===== src/rtl/irq_controller.sv =====
// Single-hart user-mode interrupt controller: edge-latched sources, fixed priority, vectored entry.
// Define NESTED_IRQ_EN for preemption by higher-priority sources with a return stack and a depth output.
module irq_controller #(
    parameter int          NUM_SRC    = 3,
    parameter logic [31:0] VEC_BASE   = 32'h0000_1000,
    parameter logic [31:0] VEC_STRIDE = 32'h0000_0040,
    localparam int         SRC_W      = $clog2(NUM_SRC),
    localparam int         DEPTH_W    = $clog2(NUM_SRC + 1)
) (
    input  logic               clk,
    input  logic               rst,
    input  logic [NUM_SRC-1:0] irq_src,
    input  logic               ie_set,
    input  logic               ie_clr,
    input  logic               uret,
    input  logic               take_ok,
    input  logic [31:0]        pc_commit,
    output logic               irq_take,
    output logic [31:0]        irq_vector,
    output logic [31:0]        epc,
    output logic               ie,
    output logic               in_service,
    output logic [SRC_W-1:0]   cur_src,
    output logic [NUM_SRC-1:0] pending
`ifdef NESTED_IRQ_EN
    ,
    output logic [DEPTH_W-1:0] depth
`endif
);

    localparam logic [0:0] IDLE    = 1'b0;
    localparam logic [0:0] SERVICE = 1'b1;

    logic [0:0]         state_reg;
    logic [NUM_SRC-1:0] irq_prev_reg;
    logic [NUM_SRC-1:0] pending_reg;
    logic [NUM_SRC-1:0] pending_next;
    logic [NUM_SRC-1:0] rise;
    logic [NUM_SRC-1:0] clear_mask;
    logic               ie_reg;
    logic               ie_next;
    logic               irq_take_reg;
    logic [31:0]        irq_vector_reg;
    logic [31:0]        epc_reg;
    logic [SRC_W-1:0]   cur_src_reg;
    logic [SRC_W-1:0]   sel;
    logic [31:0]        sel_vector;
    logic               take;
    logic               do_uret;

    assign do_uret = uret && (state_reg == SERVICE);

    always_comb begin
        sel = '0;
        for (int i = NUM_SRC - 1; i >= 0; i--) begin
            if (pending_reg[i]) begin
                sel = SRC_W'(i);
            end
        end
    end

    assign sel_vector = VEC_BASE + ({{(32 - SRC_W){1'b0}}, sel} * VEC_STRIDE);

`ifdef NESTED_IRQ_EN
    // A return in the same cycle always wins over preemption.
    assign take = ie_reg && take_ok && (|pending_reg) &&
                  ((state_reg == IDLE) || (!uret && (sel < cur_src_reg)));
`else
    assign take = ie_reg && take_ok && (|pending_reg) && (state_reg == IDLE);
`endif

    // A fresh edge arriving while its bit is being cleared must survive.
    generate
        for (genvar gi = 0; gi < NUM_SRC; gi++) begin : g_pend
            assign rise[gi]         = irq_src[gi] & ~irq_prev_reg[gi];
            assign clear_mask[gi]   = take && (sel == SRC_W'(gi));
            assign pending_next[gi] = (pending_reg[gi] & ~clear_mask[gi]) | rise[gi];
        end
    endgenerate

    always_comb begin
        ie_next = ie_reg;
        if (do_uret) begin
            ie_next = 1'b1;
        end else if (take) begin
`ifdef NESTED_IRQ_EN
            ie_next = ie_reg;
`else
            ie_next = 1'b0;
`endif
        end else if (ie_clr) begin
            ie_next = 1'b0;
        end else if (ie_set) begin
            ie_next = 1'b1;
        end
    end

`ifdef NESTED_IRQ_EN
    logic [DEPTH_W-1:0]    depth_reg;
    logic [32+SRC_W-1:0]   stack_mem [NUM_SRC];
    logic [SRC_W-1:0]      push_idx;
    logic [SRC_W-1:0]      pop_idx;
    logic [32+SRC_W-1:0]   pop_data;

    assign push_idx = SRC_W'(depth_reg - DEPTH_W'(1));
    assign pop_idx  = SRC_W'(depth_reg - DEPTH_W'(2));
    assign pop_data = stack_mem[pop_idx];
    assign depth    = depth_reg;

    // Only outer levels are saved; the current level lives in epc_reg/cur_src_reg.
    always_ff @(posedge clk) begin
        if (take && (state_reg == SERVICE)) begin
            stack_mem[push_idx] <= {epc_reg, cur_src_reg};
        end
    end
`endif

    always_ff @(posedge clk) begin
        if (rst) begin
            state_reg      <= IDLE;
            irq_prev_reg   <= '0;
            pending_reg    <= '0;
            ie_reg         <= 1'b0;
            irq_take_reg   <= 1'b0;
            irq_vector_reg <= '0;
            epc_reg        <= '0;
            cur_src_reg    <= '0;
`ifdef NESTED_IRQ_EN
            depth_reg      <= '0;
`endif
        end else begin
            irq_prev_reg <= irq_src;
            pending_reg  <= pending_next;
            ie_reg       <= ie_next;
            irq_take_reg <= take;
            if (take) begin
                irq_vector_reg <= sel_vector;
                epc_reg        <= pc_commit;
                cur_src_reg    <= sel;
                state_reg      <= SERVICE;
`ifdef NESTED_IRQ_EN
                if (state_reg == SERVICE) begin
                    depth_reg <= depth_reg + DEPTH_W'(1);
                end else begin
                    depth_reg <= DEPTH_W'(1);
                end
`endif
            end else if (do_uret) begin
`ifdef NESTED_IRQ_EN
                if (depth_reg <= DEPTH_W'(1)) begin
                    state_reg <= IDLE;
                    depth_reg <= '0;
                end else begin
                    epc_reg     <= pop_data[32+SRC_W-1:SRC_W];
                    cur_src_reg <= pop_data[SRC_W-1:0];
                    depth_reg   <= depth_reg - DEPTH_W'(1);
                end
`else
                state_reg <= IDLE;
`endif
            end
        end
    end

    assign irq_take   = irq_take_reg;
    assign irq_vector = irq_vector_reg;
    assign epc        = epc_reg;
    assign ie         = ie_reg;
    assign in_service = (state_reg == SERVICE);
    assign cur_src    = cur_src_reg;
    assign pending    = pending_reg;

endmodule


===== config.mk =====
export PLATFORM = sky130hd
export DESIGN_NAME = irq_controller
export DESIGN_NICKNAME = d
export VERILOG_FILES = /design/src/rtl/irq_controller.sv
export SDC_FILE = /design/constraint.sdc
export NUM_CORES = 1
export LEC_CHECK = 0
export ABC_AREA = 1
export CORE_ASPECT_RATIO = 0.9
export CORE_MARGIN = 8
export CORE_UTILIZATION = 35
export DETAILED_ROUTE_END_ITERATION = 8
export PLACE_DENSITY = 0.81
export SLEW_MARGIN = 20
export SYNTH_ARGS = -nofsm -noshare
export SYNTH_HDL_FRONTEND = slang
export SYNTH_SLANG_ARGS = --single-unit

===== constraint.sdc =====
create_clock -name clk -period 2.24 [get_ports clk]
set_clock_uncertainty 0.1 [all_clocks]
set_input_delay 0.448 -clock clk [delete_from_list [all_inputs] [get_ports clk]]
set_output_delay 0.448 -clock clk [all_outputs]
set_load 0.005 [all_outputs]

==> metrics.md, run 1 <==
| Metric | Value |
|---|---|
| Status | `finished, final reports clean` |
| Largest net degree at the start of global routing | `38` |
| Pins Over Slew Limit | `0` |
| CP Capture Point | `pending[1]` |
| Critical Path Sink Type | `output port` |
| Postcts setup bufs | `0` |
| Area of the multi-input gates | `712 µm²` |
| Asr flop ratio synth | `0` |
| Total track usage | `0.127` |
| DR WL/cell | `13.5 µm` |
| CTS tree | `done` |
| # diodes | `0` |
| DR vias | `1661` |
| Synth cell types | `16` |
| Syn avg cell area | `8.06 µm²` |
| CTS buffer count | `5` |
| Design Power | `1.56 mW` |
| Synth Register Bits | `44` |
| Count leader, synth | `dfxtp_1` |
| Max_cap viols | `0` |
| Pwr per Cell Area | `582 nW/µm²` |
| Cell area after synthesis | `1850 µm²` |
| Final non-filler cell total | `374` |
| Utilization after layout | `0.518` |
| Arrival time worst endpoint | `1.23 ns` |
| Grt ovf | `0` |
| Critical path depth in cells | `1` |
| Sequential cell area | `881 µm²` |
| Crit path largest cell delay | `0.53 ns` |
| Drt first pass iters | `4` |
| CTS root buf | `clkbuf_8` |
| Top-Level Pins | `113` |
| CP delay by family, top | `buffers and inverters` |
| Register area share after synthesis | `0.477` |
| Remaining antenna violation count | `0` |
| Max Buffers Root-to-Sink | `2` |
| Total Wirelength | `5050 µm` |
| Worst hold path type | `reg2reg` |
| Post-Syn Instances | `229` |
| Die height | `84.9 µm` |
| Min cycle time layout | `1.78 ns` |
| Leak | `1.00 nW` |
| RR Startpoint | `pending[1]` |
| FF-to-FF path depth | `6` |
| Period utilisation layout | `0.794` |
| RSZ-0062 raised after global routing | `false` |
| Crit Reg-Reg Endpoint | `epc[5]` |
| Max Fclk | `562 MHz` |
| DRC viols | `0` |
| Largest cells by area after synthesis | `dfxtp_1 (48%), buf_4 (13%), a21oi_1 (9.8%)` |
| Layout area overhead | `44.8%` |
| Setup TNS | `0 ns` |
| Largest area contributor in the netlist | `dfxtp_1` |
| Hpwl dp | `3730 µm` |
| Layout cell share with drive strength beyond 1 | `0.0521` |
| Die ar. | `7860 µm²` |
| Worst setup SP type | `flop` |
| Global-route wire length before repair | `8250 µm` |
| Setup ws final | `0.462 ns` |
| CP cell instances | `clkdlybuf4s50_1` |
| Setup violations, final | `0` |
| Htree depth | `2` |
| Clk_lat worst skew | `0.28 ns` |
| Clk sinks | `44` |
| Initial antenna violation count | `0` |
| Hold Fails Final Rpt | `0` |
| Number of synthesized flops with an enable pin | `0` |
| Worst slack at placement | `0.291 ns` |
| YS warnings | `0` |
| Worst Path Max Fanout | `4` |
| CP required | `1.69 ns` |
| Core Region | `5160 µm²` |
| Worst-path clk slew | `0.08 ns` |
| Synth top area share | `0.477` |
| Rows | `25` |
| CP Class | `reg2out` |
| Number of global-route vias before repair | `1650` |
| Setup crit start | `pending[1]` |
| Layout fillers | `503` |
| Slowest stage cell on the critical path | `clkdlybuf4s50_1` |
| Leading cell types by count after synthesis | `dfxtp_1 (44), nand2_1 (43), a21oi_1 (36), nand3_1 (36), buf_4 (31)` |
| Initial DRC Count | `71` |
| Final GP Congestion | `0.716` |
| Crit path buf inv count | `1` |
| Final #Nets | `347` |
| Worst R2R Setup Slack | `0.60 ns` |
| Max VDD drop | `0.363 mV` |
| I/O Buffers | `83` |
| Most used DFF post-synth | `dfxtp_1` |
| Initial Util | `0.358` |
| Die width | `92.5 µm` |
| Max reg flops | `32` |
| Hold buffers post-CTS | `0` |
| Vias per cell | `4.44` |
| Post_cts resized | `0` |
| Placed cells | `366` |
## stage by stage
| stage | cell area, µm² | hold WS [ns] |
|---|---|---|
| global placement | 2580 | 0.316 |
| floorplan | 1950 | 0.311 |
| global route | 2670 | 0.335 |
| finish | 2670 | 0.340 |
| CTS | 2670 | 0.340 |
| detailed placement | 2580 | 0.317 |
## worst min path at each step
stage	from	endpoint	slack (ns)	cells after the start
2_1_floorplan	irq_prev_reg[0]	pending[0]	0.31	1
3_3_place_gp	irq_prev_reg[0]	pending[0]	0.32	1
3_5_place_dp	irq_prev_reg[0]	pending[0]	0.32	1
4_1_cts	irq_prev_reg[0]	pending[0]	0.34	1
5_1_grt	irq_prev_reg[0]	pending[0]	0.33	1
6_report	irq_prev_reg[0]	pending[0]	0.34	1
## layout make-up
| type | count | share of cell area |
|---|---|---|
| Multi-Input combinational cell | 157 | 0.266 |
| Tap cell | 67 | 0.0314 |
| Clock buffer | 8 | 0.0337 |
| Timing Repair Buffer | 88 | 0.325 |
| Inverter | 10 | 0.0140 |
| Sequential cell | 44 | 0.330 |
## placed cells by master (no fill, tap or decap), types with 5 or more instances in the layout
master,instances
a21oi_1,36
buf_4,5
clkbuf_8,6
clkdlybuf4s50_1,83
conb_1,29
dfxtp_1,44
inv_1,10
nand2_1,43
nand3_1,36
nor2_1,6
## power by group
| part | internal (mW) | switching (mW) |
|---|---|---|
| clock network | 0.252 | 0.248 |
| logic | 0.124 | 0.110 |
| registers | 0.807 | 0.0161 |
| total | 1.18 | 0.374 |
## cell families (layout without fill, tap and decap cells)
family          Yosys count  count (layout)  synth area share
buf+inv                  56             106             0.194
flops                    44              44             0.477
simple gates             90              90             0.222
other cells               1              29           0.00203
compound gates           38              38             0.105
## routing by layer
layer  track usage  up-vias  wire length, µm
li1              -      833                -
met1         0.152      740             2200
met2         0.190       81             2150
met3        0.0705        7              650
met4        0.0395        0               46
met5             0        -                0
Power figures use the tool's default switching activity.
==> inputs of run 2 (changes only) <==
==> constraint.sdc (replaced) <==
create_clock -name clk -period 1.8 [get_ports clk]
set_clock_uncertainty 0.1 [all_clocks]
set_input_delay 0.36 -clock clk [delete_from_list [all_inputs] [get_ports clk]]
set_output_delay 0.36 -clock clk [all_outputs]
set_load 0.005 [all_outputs]
==> run 2 against run 1 <==
Count of clock-buffer cells in the layout fell by 1. Routed wire length up 2.2%. Cell count up 0.27%. Power is 27% higher. Setup slack worse by 0.33 ns.
==> metrics.md, run 2 (same netlist as run 1, synthesis figures left out) <==
| Metric | Value |
|---|---|
| Status | `finished, final reports clean` |
| Worst-path clk slew | `0.07 ns (about the same)` |
| Crit path largest cell delay | `0.54 ns (about the same)` |
| Setup violations, final | `0 (unchanged)` |
| Worst slack at placement | `0.116 ns (-0.175 ns)` |
| # diodes | `0 (unchanged)` |
| Layout fillers | `516 (+2.6%)` |
| CTS root buf | `clkbuf_8` |
| Total Wirelength | `5160 µm (+2.2%)` |
| DRC viols | `0 (unchanged)` |
| Clk sinks | `44 (unchanged)` |
| Postcts setup bufs | `0 (unchanged)` |
| FF-to-FF path depth | `6 (unchanged)` |
| Final #Nets | `349 (+0.58%)` |
| Critical Path Sink Type | `output port` |
| Largest net degree at the start of global routing | `38 (unchanged)` |
| Pwr per Cell Area | `722 nW/µm² (+24%)` |
| Total track usage | `0.131 (+0.00380)` |
| Drt first pass iters | `4 (unchanged)` |
| Die height | `84.9 µm (unchanged)` |
| Grt ovf | `0 (unchanged)` |
| Worst setup SP type | `flop` |
| Die width | `92.5 µm (unchanged)` |
| Rows | `25 (unchanged)` |
| Die ar. | `7860 µm² (unchanged)` |
| Setup ws final | `0.134 ns (-0.328 ns)` |
| CP cell instances | `clkdlybuf4s50_1` |
| Initial DRC Count | `49 (-31%)` |
| Number of global-route vias before repair | `1771 (+7.3%)` |
| Pins Over Slew Limit | `0 (unchanged)` |
| Layout area overhead | `48.0%` |
| Hpwl dp | `4010 µm (+7.3%)` |
| Arrival time worst endpoint | `1.21 ns (-0.02 ns)` |
| Post-route cell area | `2730 µm² (+2.2%)` |
| CP required | `1.34 ns (-0.35 ns)` |
| Top-Level Pins | `113 (unchanged)` |
| Global-route wire length before repair | `8400 µm (+1.8%)` |
| Commonest non-fill, non-tap cell in the layout | `clkdlybuf4s50_1` |
| Hold Fails Final Rpt | `0 (unchanged)` |
| Max Fclk | `600 MHz` |
| Hold buffers post-CTS | `0 (unchanged)` |
| Clk_lat worst skew | `0.28 ns (about the same)` |
| RR Startpoint | `pending[1]` |
| Initial Util | `0.358 (unchanged)` |
| Initial antenna violation count | `0 (unchanged)` |
| RSZ-0062 raised after global routing | `false` |
| Crit path buf inv count | `1 (unchanged)` |
| Remaining antenna violation count | `0 (unchanged)` |
| Max reg flops | `32 (unchanged)` |
| Worst hold path type | `reg2reg` |
| CP Class | `reg2out` |
| Final GP Congestion | `0.749 (+4.6%)` |
| CP delay by family, top | `buffers and inverters` |
| Max VDD drop | `0.482 mV (+33%)` |
| Htree depth | `2 (unchanged)` |
| Hold worst-path end | `pending[0]` |
| Post_cts resized | `0 (unchanged)` |
| Design Power | `1.97 mW (+27%)` |
| Hold path depth | `1 (unchanged)` |
| DR vias | `1687 (+1.6%)` |
| Min cycle time layout | `1.67 ns` |
| Worst R2R Setup Slack | `0.51 ns (-0.09 ns)` |
| Max_cap viols | `0 (unchanged)` |
| Worst Path Max Fanout | `4 (unchanged)` |
| CTS buffer count | `5 (unchanged)` |
| Leak | `1.03 nW (+2.9%)` |
| Vias per cell | `4.50 (+1.3%)` |
| Start point of the worst min-delay path | `irq_prev_reg[0]` |
| Most frequent cells in the layout | `clkdlybuf4s50_1 (83), dfxtp_1 (44), nand2_1 (43), nand3_1 (36), a21oi_1 (36)` |
| CTS tree | `done` |
| Layout cell share with drive strength beyond 1 | `0.0617 (+0.00957)` |
| Setup TNS | `0 ns (unchanged)` |
| Placed inst area | `2640 µm² (+2.0%)` |
| Period utilisation layout | `0.926` |
| I/O Buffers | `83 (unchanged)` |
| Final Hold Slack | `0.336 ns (-0.00442 ns)` |
| Crit Reg-Reg Endpoint | `epc[4]` |
| Max Buffers Root-to-Sink | `2 (unchanged)` |
| DR WL/cell | `13.8 µm (+1.9%)` |
| Slowest stage cell on the critical path | `clkdlybuf4s50_1` |
| Core Region | `5160 µm² (unchanged)` |
-- run 2: cell types whose count changed in the layout (fill, tap and decap cells not counted) --
cell	previous run	this run
clkbuf_1	2	0
buf_4	5	4
buf_12	0	3
clkbuf_8	6	7
-- run 2: layout make-up --
type,count,area [µm²],area share
Multi-Input combinational cell,157,712,0.261
Sequential cell,44,881,0.322
Inverter,10,37.5,0.0137
Tap cell,67,83.8,0.0307
Clock buffer,7,96.3,0.0353
Timing Repair Buffer,90,921,0.337
-- run 2: metal layers --
| metal | track usage | up-vias | share of wire |
|---|---|---|---|
| met1 | 0.147 | 758 | 0.42 |
| met5 | 0 | - | 0 |
| met4 | 0.0453 | 0 | 0.013 |
| li1 | - | 837 | - |
| met3 | 0.0617 | 9 | 0.12 |
| met2 | 0.213 | 83 | 0.45 |
-- run 2: power by group --
group	leakage [nW]	internal [mW]	switching (mW)
sequential	0.357	1.00	0.0197
combinational	0.622	0.167	0.139
clock	0.0503	0.342	0.301
total	1.03	1.51	0.460
-- run 2: worst max path at each step --
stage,from,endpoint,slack [ns],cells past startpoint
finish,pending[0],pending[0],0.13,1
global route,pending[1],pending[1],0.07,1
CTS,pending[0],pending[0],0.11,1
detailed placement,take_ok,epc[19],0.12,6
global placement,take_ok,epc[29],0.15,7
floorplan,ie,irq_vector[7],0.57,7
-- run 2: per-stage QoR --
stage               instances  utilization
floorplan                 257            -
detailed placement        368        0.511
global placement          368        0.511
finish                    375        0.529
global route              375        0.529
CTS                       375        0.529
==> inputs of run 3 (changes only) <==
--- a/config.mk
+++ b/config.mk
@@ -7,8 +7,9 @@
 export LEC_CHECK = 0
 export ABC_AREA = 1
 export CORE_ASPECT_RATIO = 0.9
-export CORE_MARGIN = 8
+export CORE_MARGIN = 4
 export CORE_UTILIZATION = 35
+export CTS_CLUSTER_DIAMETER = 30
 export DETAILED_ROUTE_END_ITERATION = 8
 export PLACE_DENSITY = 0.81
 export SLEW_MARGIN = 20
==> run 3 against run 2 <==
Critical path depth is the same. Setup slack lost 0.032 ns. Fmax shrank 1.9%. Largest cell class unchanged. Register-to-register slack lost 0.03 ns. Global-route usage grew 1.4 points. Clock power grew 27%. Cell area grew 2.2%. Hold slack gained 0.023 ns. Highest routed layer unchanged.
==> metrics.md, run 3 (same netlist as run 1, synthesis figures left out) <==
| Metric | Value |
|---|---|
| Crit path buf inv count | `1 (unchanged)` |
| Worst hold path type | `reg2reg` |
| Clk sinks | `44 (unchanged)` |
| Max reg flops | `32 (unchanged)` |
| Remaining antenna violation count | `0 (unchanged)` |
| CTS tree | `done` |
| Max Fclk | `589 MHz (-1.9%)` |
| Core Region | `4980 µm² (-3.4%)` |
| CP Class | `reg2out` |
| Commonest non-fill, non-tap cell in the layout | `clkdlybuf4s50_1` |
| Sw Pwr | `0.486 mW (+5.7%)` |
| Final #Nets | `350 (+0.29%)` |
| Initial antenna violation count | `0 (unchanged)` |
| Cell Int Power | `1.67 mW (+10%)` |
| DRC viols | `0 (unchanged)` |
| Status | `finished, final reports clean` |
| CP required | `1.34 ns (about the same)` |
| Max VDD drop | `0.485 mV (+0.78%)` |
| Period utilisation layout | `0.943 (+0.0177)` |
| Hold Fails Final Rpt | `0 (unchanged)` |
| Layout fillers | `467 (-9.5%)` |
| Number of global-route vias before repair | `1672 (-5.6%)` |
| Worst slack at placement | `0.0828 ns (-0.0331 ns)` |
| Clock power share | `0.379 (+0.053)` |
| CTS root buf | `clkbuf_8` |
| Clk_lat worst skew | `0.29 ns (about the same)` |
| Placed inst area | `2670 µm² (+1.1%)` |
| Hold buffers post-CTS | `0 (unchanged)` |
| Leak | `1.06 nW (+2.5%)` |
| Slowest stage cell on the critical path | `clkdlybuf4s50_1` |
| Final Hold Slack | `0.359 ns (+0.0233 ns)` |
| Die height | `76.9 µm (-9.4%)` |
| Worst setup SP type | `flop` |
| Worst Path Max Fanout | `4 (unchanged)` |
| Final GP Congestion | `0.824 (+10%)` |
| Die ar. | `6500 µm² (-17%)` |
| Drt first pass iters | `4 (unchanged)` |
| Max_cap viols | `0 (unchanged)` |
| DR vias | `1684 (-0.18%)` |
| Layout cell share with drive strength beyond 1 | `0.0677 (+0.00605)` |
| Sequential share of power | `0.476 (-0.043)` |
| Setup ws final | `0.102 ns (-0.0318 ns)` |
| Grt ovf | `0 (unchanged)` |
| Critical Path Sink Type | `output port` |
| Switching Fraction | `0.226 (-0.00732)` |
| Crit path largest cell delay | `0.54 ns (about the same)` |
| Initial DRC Count | `75 (+53%)` |
| Postcts setup bufs | `0 (unchanged)` |
| Hpwl dp | `3640 µm (-9.2%)` |
| Die width | `84.5 µm (-8.6%)` |
| Arrival time worst endpoint | `1.24 ns (+0.03 ns)` |
| Worst-path clk slew | `0.08 ns (about the same)` |
| CP delay by family, top | `buffers and inverters` |
| Total Wirelength | `4820 µm (-6.7%)` |
| Min cycle time layout | `1.70 ns (+0.0318 ns)` |
| Max Buffers Root-to-Sink | `2 (unchanged)` |
| I/O Buffers | `83 (unchanged)` |
| Htree depth | `2 (unchanged)` |
| DR WL/cell | `12.8 µm (-6.7%)` |
| Total track usage | `0.145 (+0.0138)` |
| Vias per cell | `4.49 (-0.18%)` |
| Post_cts resized | `0 (unchanged)` |
| RSZ-0062 raised after global routing | `false` |
| Sequential cell area | `881 µm² (unchanged)` |
| Top-Level Pins | `113 (unchanged)` |
| Largest net degree at the start of global routing | `26 (-32%)` |
| Global-route wire length before repair | `7690 µm (-8.5%)` |
| Pwr per Cell Area | `771 nW/µm² (+6.8%)` |
| Layout area overhead | `51.3%` |
| Post-route cell area | `2790 µm² (+2.2%)` |
| Combinational power share | `0.145 (-0.010)` |
| Rows | `24 (-4.0%)` |
| CP cell instances | `clkdlybuf4s50_1` |
| Most frequent cells in the layout | `clkdlybuf4s50_1 (83), dfxtp_1 (44), nand2_1 (43), nand3_1 (36), a21oi_1 (36)` |
| Area of the multi-input gates | `712 µm² (unchanged)` |
| Setup violations, final | `0 (unchanged)` |
| CTS buffer count | `5 (unchanged)` |
| Setup TNS | `0 ns (unchanged)` |
| Pins Over Slew Limit | `0 (unchanged)` |
| # diodes | `0 (unchanged)` |
| Initial Util | `0.370 (+0.0127)` |
| Design Power | `2.15 mW (+9.1%)` |
==> run 3: cell type report <==
type / instances / area share
Timing Repair Buffer: 91 / 0.342
Sequential cell: 44 / 0.316
Multi-Input combinational cell: 157 / 0.255
Clock buffer: 7 / 0.0345
Tap cell: 65 / 0.0291
Inverter: 10 / 0.0134
Clock inverter: 1 / 0.0108
==> run 3: metal layers <==
metal  up-vias  routed length [µm]  GRT usage
met4         0                  29     0.0380
met1       753                1940      0.160
met5         -                   0          0
li1        844                   -          -
met3         5                 551     0.0686
met2        82                2300      0.250
==> run 3: power by group through the flow <==
stage          registers [mW]  clock network [mW]  logic (mW)
2_1_floorplan            1.05                   0       0.168
3_3_place_gp             1.05                   0       0.310
3_5_place_dp             1.05                   0       0.313
4_1_cts                  1.03               0.835       0.314
5_1_grt                  1.03               0.875       0.343
6_report                 1.02               0.815       0.313
==> run 3: path summary, 6_finish.rpt <==
| kind | startpoint | end | slack (ns) | cells after the start |
|---|---|---|---|---|
| max reg2reg | pending[1] | epc[9] | 0.48 | 6 |
| max | pending[1] | pending[1] | 0.10 | 1 |
| min | irq_vector[12] | irq_vector[12] | 0.36 | 2 |
| min reg2reg | irq_vector[12] | irq_vector[12] | 0.36 | 2 |
==> run 3: through the flow <==
step                utilization  cells
CTS                       0.560    375
global placement          0.535    367
finish                    0.560    375
detailed placement        0.535    367
global route              0.560    375
floorplan                     -    257
==> run 3: tightest hold or removal path: stages, from the launching register on <==
cell and delay [ns]:
dfxtp_1 0.31, nand2_1 0.05, o21ai_1 0.05
